$ cat config.mk
export PLATFORM = sky130hd
export DESIGN_NAME = oled_ssd1306_rx
export DESIGN_NICKNAME = d
export VERILOG_FILES = /design/src/rtl/ssd1306_pkg.sv /design/src/rtl/oled_ssd1306_rx_if.sv /design/src/rtl/spi_slave_rx.sv /design/src/rtl/oled_ssd1306_rx.sv
export SDC_FILE = /design/constraint.sdc
export NUM_CORES = 1
export LEC_CHECK = 0
export CAP_MARGIN = 30
export CORE_MARGIN = 5
export CORE_UTILIZATION = 30
export CTS_CLUSTER_SIZE = 28
export DETAILED_ROUTE_END_ITERATION = 12
export HOLD_SLACK_MARGIN = 0.06
export PLACE_DENSITY = 0.53
export SKIP_CTS_REPAIR_TIMING = 1
export SLEW_MARGIN = 20
export SYNTH_ARGS = -nofsm -noshare
export SYNTH_HDL_FRONTEND = slang
export SYNTH_SLANG_ARGS = --single-unit
$ cat constraint.sdc
create_clock -name clk_i -period 3.26 [get_ports clk_i]
set_clock_uncertainty 0.1 [all_clocks]
set_input_delay 0.326 -clock clk_i [delete_from_list [all_inputs] [get_ports clk_i]]
set_output_delay 0.326 -clock clk_i [all_outputs]
set_load 0.1 [all_outputs]
$ cat src/rtl/ssd1306_pkg.sv
// Shared constants for the SSD1306-style SPI receiver:
// opcodes, addressing-mode encoding, parser states and reset values.
package ssd1306_pkg;

    typedef enum logic [1:0] {
        MODE_HORIZ = 2'd0,
        MODE_VERT  = 2'd1,
        MODE_PAGE  = 2'd2
    } addr_mode_e;

    typedef enum logic [1:0] {
        ST_IDLE = 2'd0,
        ST_ARG1 = 2'd1,
        ST_ARG2 = 2'd2
    } cmd_state_e;

    localparam logic [7:0] OP_DISP_OFF  = 8'hAE;
    localparam logic [7:0] OP_DISP_ON   = 8'hAF;
    localparam logic [7:0] OP_NORMAL    = 8'hA6;
    localparam logic [7:0] OP_INVERT    = 8'hA7;
    localparam logic [7:0] OP_CONTRAST  = 8'h81;
    localparam logic [7:0] OP_ADDR_MODE = 8'h20;
    localparam logic [7:0] OP_COL_ADDR  = 8'h21;
    localparam logic [7:0] OP_PAGE_ADDR = 8'h22;

    localparam logic [7:0] RST_CONTRAST   = 8'h7F;
    localparam addr_mode_e RST_MODE       = MODE_PAGE;
    localparam logic [6:0] RST_COL_START  = 7'd0;
    localparam logic [2:0] RST_PAGE_START = 3'd0;

endpackage

$ cat src/rtl/oled_ssd1306_rx_if.sv
// Received-byte bundle between the SPI front end and the
// command/data parser.
interface oled_ssd1306_rx_if;
    logic       byte_valid;
    logic [7:0] byte_data;
    logic       dc;

    modport master (output byte_valid, output byte_data, output dc);
    modport slave  (input  byte_valid, input  byte_data, input  dc);
endinterface

$ cat src/rtl/spi_slave_rx.sv
// SPI mode-0 slave front end: input synchronizers, scl edge
// detection and MSB-first byte assembly.
module spi_slave_rx #(
    parameter int SYNC_STAGES = 2
) (
    input  logic               clk_i,
    input  logic               rst_i,
    input  logic               scl_i,
    input  logic               mosi_i,
    input  logic               cs_n_i,
    input  logic               dc_i,
    oled_ssd1306_rx_if.master  rx
);

    logic [SYNC_STAGES-1:0] scl_sync_q, mosi_sync_q, cs_sync_q, dc_sync_q;
    logic                   scl_prev_q, scl_prev_d;
    logic [6:0]             shift_q, shift_d;
    logic [2:0]             cnt_q, cnt_d;
    logic                   valid_q, valid_d;
    logic [7:0]             byte_q, byte_d;
    logic                   dc_q, dc_d;
    logic                   scl_s, mosi_s, cs_s, dc_s, rise;

    always_ff @(posedge clk_i or posedge rst_i) begin
        if (rst_i) begin
            scl_sync_q  <= '0;
            mosi_sync_q <= '0;
            cs_sync_q   <= '1;
            dc_sync_q   <= '0;
            scl_prev_q  <= 1'b0;
            shift_q     <= '0;
            cnt_q       <= '0;
            valid_q     <= 1'b0;
            byte_q      <= '0;
            dc_q        <= 1'b0;
        end else begin
            scl_sync_q  <= {scl_sync_q[SYNC_STAGES-2:0], scl_i};
            mosi_sync_q <= {mosi_sync_q[SYNC_STAGES-2:0], mosi_i};
            cs_sync_q   <= {cs_sync_q[SYNC_STAGES-2:0], cs_n_i};
            dc_sync_q   <= {dc_sync_q[SYNC_STAGES-2:0], dc_i};
            scl_prev_q  <= scl_prev_d;
            shift_q     <= shift_d;
            cnt_q       <= cnt_d;
            valid_q     <= valid_d;
            byte_q      <= byte_d;
            dc_q        <= dc_d;
        end
    end

    assign scl_s  = scl_sync_q[SYNC_STAGES-1];
    assign mosi_s = mosi_sync_q[SYNC_STAGES-1];
    assign cs_s   = cs_sync_q[SYNC_STAGES-1];
    assign dc_s   = dc_sync_q[SYNC_STAGES-1];
    assign rise   = scl_s & ~scl_prev_q;

    always_comb begin
        scl_prev_d = scl_s;
        shift_d    = shift_q;
        cnt_d      = cnt_q;
        valid_d    = 1'b0;
        byte_d     = byte_q;
        dc_d       = dc_q;
        if (cs_s) begin
            cnt_d = '0;
        end else if (rise) begin
            shift_d = {shift_q[5:0], mosi_s};
            cnt_d   = cnt_q + 3'd1;
            if (cnt_q == 3'd7) begin
                valid_d = 1'b1;
                byte_d  = {shift_q, mosi_s};
                dc_d    = dc_s;
            end
        end
    end

    assign rx.byte_valid = valid_q;
    assign rx.byte_data  = byte_q;
    assign rx.dc         = dc_q;

endmodule

$ cat src/rtl/oled_ssd1306_rx.sv
// SSD1306-compatible SPI receiver: command parser, display
// settings and framebuffer write pointer generation.
module oled_ssd1306_rx
    import ssd1306_pkg::*;
#(
    parameter int SYNC_STAGES = 2,
    parameter int COLS        = 128,
    parameter int PAGES       = 8
) (
    input  logic       clk_i,
    input  logic       rst_i,
    input  logic       scl_i,
    input  logic       mosi_i,
    input  logic       cs_n_i,
    input  logic       dc_i,
    output logic       fb_we_o,
    output logic [9:0] fb_addr_o,
    output logic [7:0] fb_data_o,
    output logic       display_on_o,
    output logic       invert_o,
    output logic [7:0] contrast_o
);

    localparam logic [6:0] RST_COL_END  = 7'(COLS - 1);
    localparam logic [2:0] RST_PAGE_END = 3'(PAGES - 1);

    oled_ssd1306_rx_if rx_bus ();

    spi_slave_rx #(.SYNC_STAGES(SYNC_STAGES)) u_rx (
        .clk_i  (clk_i),
        .rst_i  (rst_i),
        .scl_i  (scl_i),
        .mosi_i (mosi_i),
        .cs_n_i (cs_n_i),
        .dc_i   (dc_i),
        .rx     (rx_bus.master)
    );

    cmd_state_e state_q, state_d;
    addr_mode_e mode_q, mode_d;
    logic [7:0] opcode_q, opcode_d;
    logic [6:0] col_q, col_d, col_start_q, col_start_d, col_end_q, col_end_d;
    logic [2:0] page_q, page_d, page_start_q, page_start_d, page_end_q, page_end_d;
    logic       we_q, we_d, disp_q, disp_d, inv_q, inv_d;
    logic [9:0] addr_q, addr_d;
    logic [7:0] data_q, data_d, contrast_q, contrast_d;
    logic [7:0] b;

    assign b = rx_bus.byte_data;

    always_ff @(posedge clk_i or posedge rst_i) begin
        if (rst_i) begin
            state_q      <= ST_IDLE;
            mode_q       <= RST_MODE;
            opcode_q     <= '0;
            col_q        <= '0;
            col_start_q  <= RST_COL_START;
            col_end_q    <= RST_COL_END;
            page_q       <= '0;
            page_start_q <= RST_PAGE_START;
            page_end_q   <= RST_PAGE_END;
            we_q         <= 1'b0;
            addr_q       <= '0;
            data_q       <= '0;
            disp_q       <= 1'b0;
            inv_q        <= 1'b0;
            contrast_q   <= RST_CONTRAST;
        end else begin
            state_q      <= state_d;
            mode_q       <= mode_d;
            opcode_q     <= opcode_d;
            col_q        <= col_d;
            col_start_q  <= col_start_d;
            col_end_q    <= col_end_d;
            page_q       <= page_d;
            page_start_q <= page_start_d;
            page_end_q   <= page_end_d;
            we_q         <= we_d;
            addr_q       <= addr_d;
            data_q       <= data_d;
            disp_q       <= disp_d;
            inv_q        <= inv_d;
            contrast_q   <= contrast_d;
        end
    end

    always_comb begin
        state_d      = state_q;
        mode_d       = mode_q;
        opcode_d     = opcode_q;
        col_d        = col_q;
        col_start_d  = col_start_q;
        col_end_d    = col_end_q;
        page_d       = page_q;
        page_start_d = page_start_q;
        page_end_d   = page_end_q;
        we_d         = 1'b0;
        addr_d       = addr_q;
        data_d       = data_q;
        disp_d       = disp_q;
        inv_d        = inv_q;
        contrast_d   = contrast_q;
        if (rx_bus.byte_valid && rx_bus.dc) begin
            // data always wins: any pending command is dropped
            state_d = ST_IDLE;
            we_d    = 1'b1;
            addr_d  = 10'(page_q) * 10'(COLS) + 10'(col_q);
            data_d  = b;
            unique case (mode_q)
                MODE_HORIZ: begin
                    if (col_q == col_end_q) begin
                        col_d  = col_start_q;
                        page_d = (page_q == page_end_q) ? page_start_q
                                                        : page_q + 3'd1;
                    end else begin
                        col_d = col_q + 7'd1;
                    end
                end
                MODE_VERT: begin
                    if (page_q == page_end_q) begin
                        page_d = page_start_q;
                        col_d  = (col_q == col_end_q) ? col_start_q
                                                      : col_q + 7'd1;
                    end else begin
                        page_d = page_q + 3'd1;
                    end
                end
                default: begin
                    col_d = (col_q == col_end_q) ? col_start_q
                                                 : col_q + 7'd1;
                end
            endcase
        end else if (rx_bus.byte_valid) begin
            unique case (state_q)
                ST_IDLE: begin
                    unique case (1'b1)
                        b == OP_DISP_OFF:    disp_d = 1'b0;
                        b == OP_DISP_ON:     disp_d = 1'b1;
                        b == OP_NORMAL:      inv_d  = 1'b0;
                        b == OP_INVERT:      inv_d  = 1'b1;
                        b[7:3] == 5'b10110:  page_d = b[2:0];
                        b[7:4] == 4'h0:      col_d  = {col_q[6:4], b[3:0]};
                        b[7:4] == 4'h1:      col_d  = {b[2:0], col_q[3:0]};
                        b == OP_CONTRAST || b == OP_ADDR_MODE ||
                        b == OP_COL_ADDR || b == OP_PAGE_ADDR: begin
                            opcode_d = b;
                            state_d  = ST_ARG1;
                        end
                        default: ;
                    endcase
                end
                ST_ARG1: begin
                    state_d = ST_IDLE;
                    unique case (opcode_q)
                        OP_CONTRAST: contrast_d = b;
                        OP_ADDR_MODE: begin
                            if (b[1:0] != 2'b11) mode_d = addr_mode_e'(b[1:0]);
                        end
                        OP_COL_ADDR: begin
                            col_start_d = b[6:0];
                            col_d       = b[6:0];
                            state_d     = ST_ARG2;
                        end
                        OP_PAGE_ADDR: begin
                            page_start_d = b[2:0];
                            page_d       = b[2:0];
                            state_d      = ST_ARG2;
                        end
                        default: ;
                    endcase
                end
                default: begin
                    state_d = ST_IDLE;
                    if (opcode_q == OP_COL_ADDR)  col_end_d  = b[6:0];
                    if (opcode_q == OP_PAGE_ADDR) page_end_d = b[2:0];
                end
            endcase
        end
    end

    assign fb_we_o      = we_q;
    assign fb_addr_o    = addr_q;
    assign fb_data_o    = data_q;
    assign display_on_o = disp_q;
    assign invert_o     = inv_q;
    assign contrast_o   = contrast_q;

endmodule

### After elaboration in Yosys (flattened, before gate mapping)

Index checks and enable logic that the tools add are counted.

* register bits: 100
* input bits: 6
* output and inout port bits: 29
* logic and storage cells: 124

* add/sub/neg operators: 4
* equality and inequality tests: 31
* muxes and demuxes: 29
* bitwise gates (word level): 5
* reduce and logical (&&, ||, !) cells: 29

Operators with widths (number)
* $eq A8 B6 Y1 const B: 6
* $eq A8 B8 Y1 const B: 6
* $mux W7: 6
* $reduce_and A4 Y1: 8
* $ne A3 B3 Y1 const B: 10
* $pmux W7 S2: 2
* $mux W3: 8
* $reduce_and A6 Y1: 3
* $pmux W3 S2: 2
* $add A10 B7 Y10: 1
* $mux W2: 4
* $reduce_bool A2 Y1: 4
* $add A7 B1 Y7 const B: 1
* $eq A7 B7 Y1: 1
* $add A3 B1 Y3 const B: 2
* $eq A5 B5 Y1 const B: 1
* $reduce_and A5 Y1: 1
* $eq A2 B1 Y1 const B: 2
* $eq A4 B1 Y1 const B: 1
* $logic_not A2 Y1: 2
* $logic_not A4 Y1: 1
* $mux W1: 4
* $not A1 Y1: 4
* $pmux W1 S2: 2
* 12 further kinds: 16

### Logic depth before layout (Yosys ltp)

* word-level depth: 8
* depth in mapped cells: 8
* gate-level depth less buffers: 6

### Modules after synthesis

Synthesis repeated with hierarchy kept, for this count alone.

* cell total of the unflattened synthesis: 387
* area total of the unflattened synthesis: 4569.4 um2

Modules (own cells, without submodules)
* oled_ssd1306_rx: times used 1, cells each 329, area an instance 3504.6 um2, sequential area each 1799.2 um2
* spi_slave_rx: times used 1, cells each 58, area an instance 1064.8 um2, sequential area each 728.2 um2

### Worst setup path before layout

No wires, ideal clock.

* path type: register -> register
* from: reg u_rx.valid_q (netlist: u_rx.rx.byte_valid)
* to: reg contrast_q[7] (netlist: contrast_o[7])
* library setup time: 125 ps
* arrival: 1938 ps
* data required time: 3035 ps
* setup slack: 1096 ps
* cell stages (with the launch flop): 6
* buffers on the path: 1
* period minus slack after synthesis: 2164 ps
* path through: dfrtp_1 -> buf_6 -> or3b_4 -> or2_4 -> nor4_4 -> mux2_2

* word-level cells in the longest chain between the ends: 3

Ends and longest elaborated chain
* from (decl): line spi_slave_rx.sv:19 `logic valid_q, valid_d;`
* from (signal assigned): line spi_slave_rx.sv:44 `valid_q <= valid_d;`
* $logic_and A1 B1 Y1: line oled_ssd1306_rx.sv:103 `if (rx_bus.byte_valid && rx_bus.dc) begin`
* $not A1 Y1 (no line)
* $reduce_and A4 Y1 (no line) (*)
* to (signal assigned): line oled_ssd1306_rx.sv:83 `contrast_q <= contrast_d;`
* to (decl): line oled_ssd1306_rx.sv:46 `logic [7:0] data_q, data_d, contrast_q, contrast_d;`

Every way passes the cells marked *; elsewhere a longest branch is shown, timed or not.
A chain may end at the register's enable or synchronous reset.

### Worst setup path after layout

* from: reg opcode_q[6]
* to: reg col_q[2]

* word-level cells in the longest chain between the ends: 3

Ends and longest elaborated chain
* from (decl): line oled_ssd1306_rx.sv:41 `logic [7:0] opcode_q, opcode_d;`
* from (signal assigned): line oled_ssd1306_rx.sv:71 `opcode_q <= opcode_d;`
* $eq A8 B6 Y1: line oled_ssd1306_rx.sv:154 `unique case (opcode_q)`
* $ne A3 B3 Y1 (no line)
* $reduce_and A6 Y1 (no line)
* to (signal assigned): line oled_ssd1306_rx.sv:72 `col_q <= col_d;`
* to (decl): line oled_ssd1306_rx.sv:42 `logic [6:0] col_q, col_d, col_start_q, col_start_d, col_end_q, col_end_d;`

No other way between the ends.

==> impl_metrics.py <==
metrics = {
    "timing": {
        "grt_setup_unrepaired": "false",
        "whs_ns": 0.153,
        "final_hold_viol_count": 0,
        "maxSlewViolCount": 0,
        "setup_ws_ns": 0.653,
        "setup-tns-final_ns": 0,
        "clock.fmax_ghz": 0.384,
        "setup_viol": 0,
        "min_period_ns": 2.61,
        "fin_crit_sh_pct": 80.0,
        "slew_headroom_pct": 35.0,
        "tightest_slew_ns": 0.972,
    },
    "power_and_ir_drop": {
        "vdd_drop_max_mv": 0.254,
        "switching_share_pct": 20.3,
        "clockPowerShare_pct": 45.8,
        "pwr_density_cell_nw_per_um2": 480,
        "pwr-share-comb_pct": 2.9,
        "intPower_w": 0.00204,
        "power_switching_w": 0.000519,
        "fin_total_pwr_w": 0.00256,
        "pwr-share-seq_pct": 51.3,
        "p_leak_nw": 2.39,
    },
    "worst_setup_path": {
        "cp.required_ns": 3.39,
        "slowest_stage": "nor4b_1",
        "path_max_fanout": 9,
        "crit_start": "opcode_q[6]$_DFFE_PP0P_",
        "worstPathArrival_ns": 2.74,
        "reg2reg_from": "opcode_q[6]$_DFFE_PP0P_",
        "worst_setup_path_start_kind": "register",
        "path_cells": "nor4b_1 > nor4b_1 > o2bb2ai_1 > a21oi_2 > mux2_2",
        "path_delay_family": "simple AND/OR/NAND/NOR gates",
        "cpPeakStageDelay_ns": 0.65,
        "criticalPathCategory": "reg2reg",
        "cp-end-kind": "register",
        "path_common_cell": "nor4b_1",
        "crit_buf_inv": 0,
    },
    "cts": {
        "cts_buffers": 9,
        "h-tree-depth": 3,
        "cts_tree": "built",
        "cts.sink_count": 100,
        "clockRootBuffer": "clkbuf_16",
        "clk_pin_slew_ns": 0.07,
        "clock_latency_ns": 0.35,
        "clockBufferDepth": 2,
    },
    "floorplan": {
        "die_area_um2": 17500,
        "die_h_um": 132,
        "rows": 44,
        "start_util_pct": 30.7,
        "core_um2": 14600,
        "ios": 35,
        "die_w_um": 132,
    },
    "layout": {
        "final_nets": 429,
        "drive_gt1_share_pct": 25.9,
        "diodes": 0,
        "nFillCells": 1415,
        "seq_area_um2": 2530,
        "syn2layout_area_growth_pct": 18.9,
        "multi_input_area_um2": 1860,
        "finalInstanceArea_um2": 5330,
    },
    "place": {
        "dpl_cell_area_um2": 5000,
        "dp_hpwl_mm": 6.48,
        "port_buffers": 34,
        "gp_congestion": 0.841,
        "place_ws_ns": 0.696,
    },
    "synthesis": {
        "synth_cell_types": 54,
        "synth-compound-area-share_pct": 8.51,
        "synth_edf_count": 0,
        "muxShareOfSynthArea_pct": 13.5,
        "synthSimpleGateAreaFrac_pct": 15.2,
        "synth-seq-cells": 100,
        "ys.flop_type": "dfrtp_1",
        "synth.net_count": 398,
        "ys_warn_count": 0,
        "syn_inst": 388,
        "ys_seq_area_share_pct": 56.4,
        "syn_area_um2": 4480,
        "avgSynthCellArea_um2": 11.6,
        "synthAdderAreaFrac_pct": 1.12,
        "synth-async-reset-ratio_pct": 100,
        "synth_top_family_by_area": "simple AND/OR/NAND/NOR gates",
        "synthXorXnorAreaFrac_pct": 3.13,
    },
    "routing": {
        "antenna_left": 0,
        "drt_iter0_markers": 171,
        "wl_per_cell_um": 16.2,
        "drc": 0,
        "drtPass1Iterations": 4,
        "finalWirelength_mm": 9.83,
        "vias_per_cell": 4.90,
        "vias": 2980,
    },
    "run": {
        "drv_cap": 0,
    },
    "grt": {
        "gr-total-overflow": 0,
        "grt_pass1_wl_mm": 16.8,
        "grtUsageTotal_pct": 11.8,
        "grt_pass1_vias": 3101,
        "antenna_found_initial": 0,
        "grt_max_degree": 86,
    },
    "hold_path": {
        "holdCritPathClass": "in2async",
    },
    "run_status": {
        "status": "completed",
    },
}
-- synthesized netlist by cell type, types with 5 or more instances --
| master | count | area (um^2) |
|---|---|---|
| a21oi_1 | 9 | 45.0 |
| nor2b_1 | 6 | 37.5 |
| nand3_1 | 9 | 45.0 |
| clkbuf_1 | 15 | 56.3 |
| xor2_1 | 5 | 43.8 |
| xnor2_1 | 11 | 96.3 |
| nor3_1 | 5 | 25.0 |
| nor2_1 | 12 | 45.0 |
| or3_1 | 5 | 31.3 |
| mux2_2 | 52 | 586 |
| dfstp_2 | 20 | 526 |
| o21ai_0 | 10 | 50.1 |
| nand2_1 | 72 | 270 |
| inv_1 | 6 | 22.5 |
| dfrtp_1 | 80 | 2000 |
-- layout by cell type, fill, tap and decap left out, drive strengths merged, types with 4 or more instances in the layout --
cell type       n
a21oi          10
a221oi          4
a31oi           4
buf            12
clkbuf         13
clkdlybuf4s50  26
dfrtp          80
dfstp          20
ha              4
inv             6
mux2           52
nand2          72
nand2b          4
nand3           9
nand4           4
nor2           13
nor2b           6
nor3            5
nor4b           4
o21ai          10
o31ai           4
or3             5
xnor2          11
xor2            5
-- registers in the layout, summed over array words and instances (netlist names), 3 cells and up --
register,cells
fb_data_o,8
col_q,7
col_start_q,7
contrast_o,8
page_start_q,3
u_rx.cnt_q,3
u_rx.rx.byte_data,8
page_q,3
page_end_q,3
fb_addr_o,10
opcode_q,8
col_end_q,7
u_rx.shift_q,7
-- layer usage --
metal  wire length [um]  track usage [%]  vias up  part of all wire [%]
li1                   -                -     1424                     -
met2               4380             17.4       68                    45
met4                109             3.85        0                   1.1
met5                  0                0        -                     0
met3                548             3.59        9                   5.6
met1               4790             16.5     1479                    49
-- logic make-up (layout without fill, tap and decap cells) --
logic type	count (synthesis)	count (layout)
simple gates	137	137
flops	100	100
mux	54	54
compound gates	53	53
buf+inv	24	60
xor+xnor	16	16
fa+ha+maj	4	4
-- worst register-to-register path, delay by kind of cell (launching register included) --
family          cells  cell delay [ns]
compound gates      2             0.57
mux                 1             0.36
simple gates        2             1.08
flops               1             0.39
-- power groups by stage --
stage	Combinational [W]	Clock [W]	Sequential [W]
after floorplan	0.0000558	0	0.00132
after global placement	0.0000752	0	0.00133
after detailed placement	0.0000777	0	0.00133
after CTS	0.0000776	0.00120	0.00131
after global routing	0.0000867	0.00126	0.00132
final	0.0000739	0.00117	0.00131
-- layout make-up --
| cell class | count | share of cell area [%] |
|---|---|---|
| well taps | 184 | 4.32 |
| clock buffers | 13 | 4.88 |
| clock inverters | 3 | 1.29 |
| inverters | 6 | 0.469 |
| flip-flops and latches | 100 | 47.4 |
| repair buffers | 38 | 6.81 |
| multi-input cells | 264 | 34.8 |
-- final timing paths --
path / endpoint / slack [ns] / depth (start not counted)
hold reg to reg: u_rx.scl_sync_q[1]$_DFF_PP0_ / 0.25 / 0
setup / recovery: col_q[2]$_DFFE_PP0P_ / 0.65 / 5
max in group asynchronous: mode_q[1]$_DFFE_PP1P_ / 2.19 / 3
min in group clk_i: u_rx.scl_sync_q[1]$_DFF_PP0_ / 0.25 / 0
setup reg to reg: col_q[2]$_DFFE_PP0P_ / 0.65 / 5
hold / removal: u_rx.shift_q[3]$_DFFE_PP0P_ / 0.15 / 2
-- metrics by stage --
step	utilization, %	cells
floorplan	-	388
global placement	34.3	592
detailed placement	34.3	592
CTS	36.5	608
global route	36.5	608
finish	36.5	608
(Power assumes the default switching activity.)
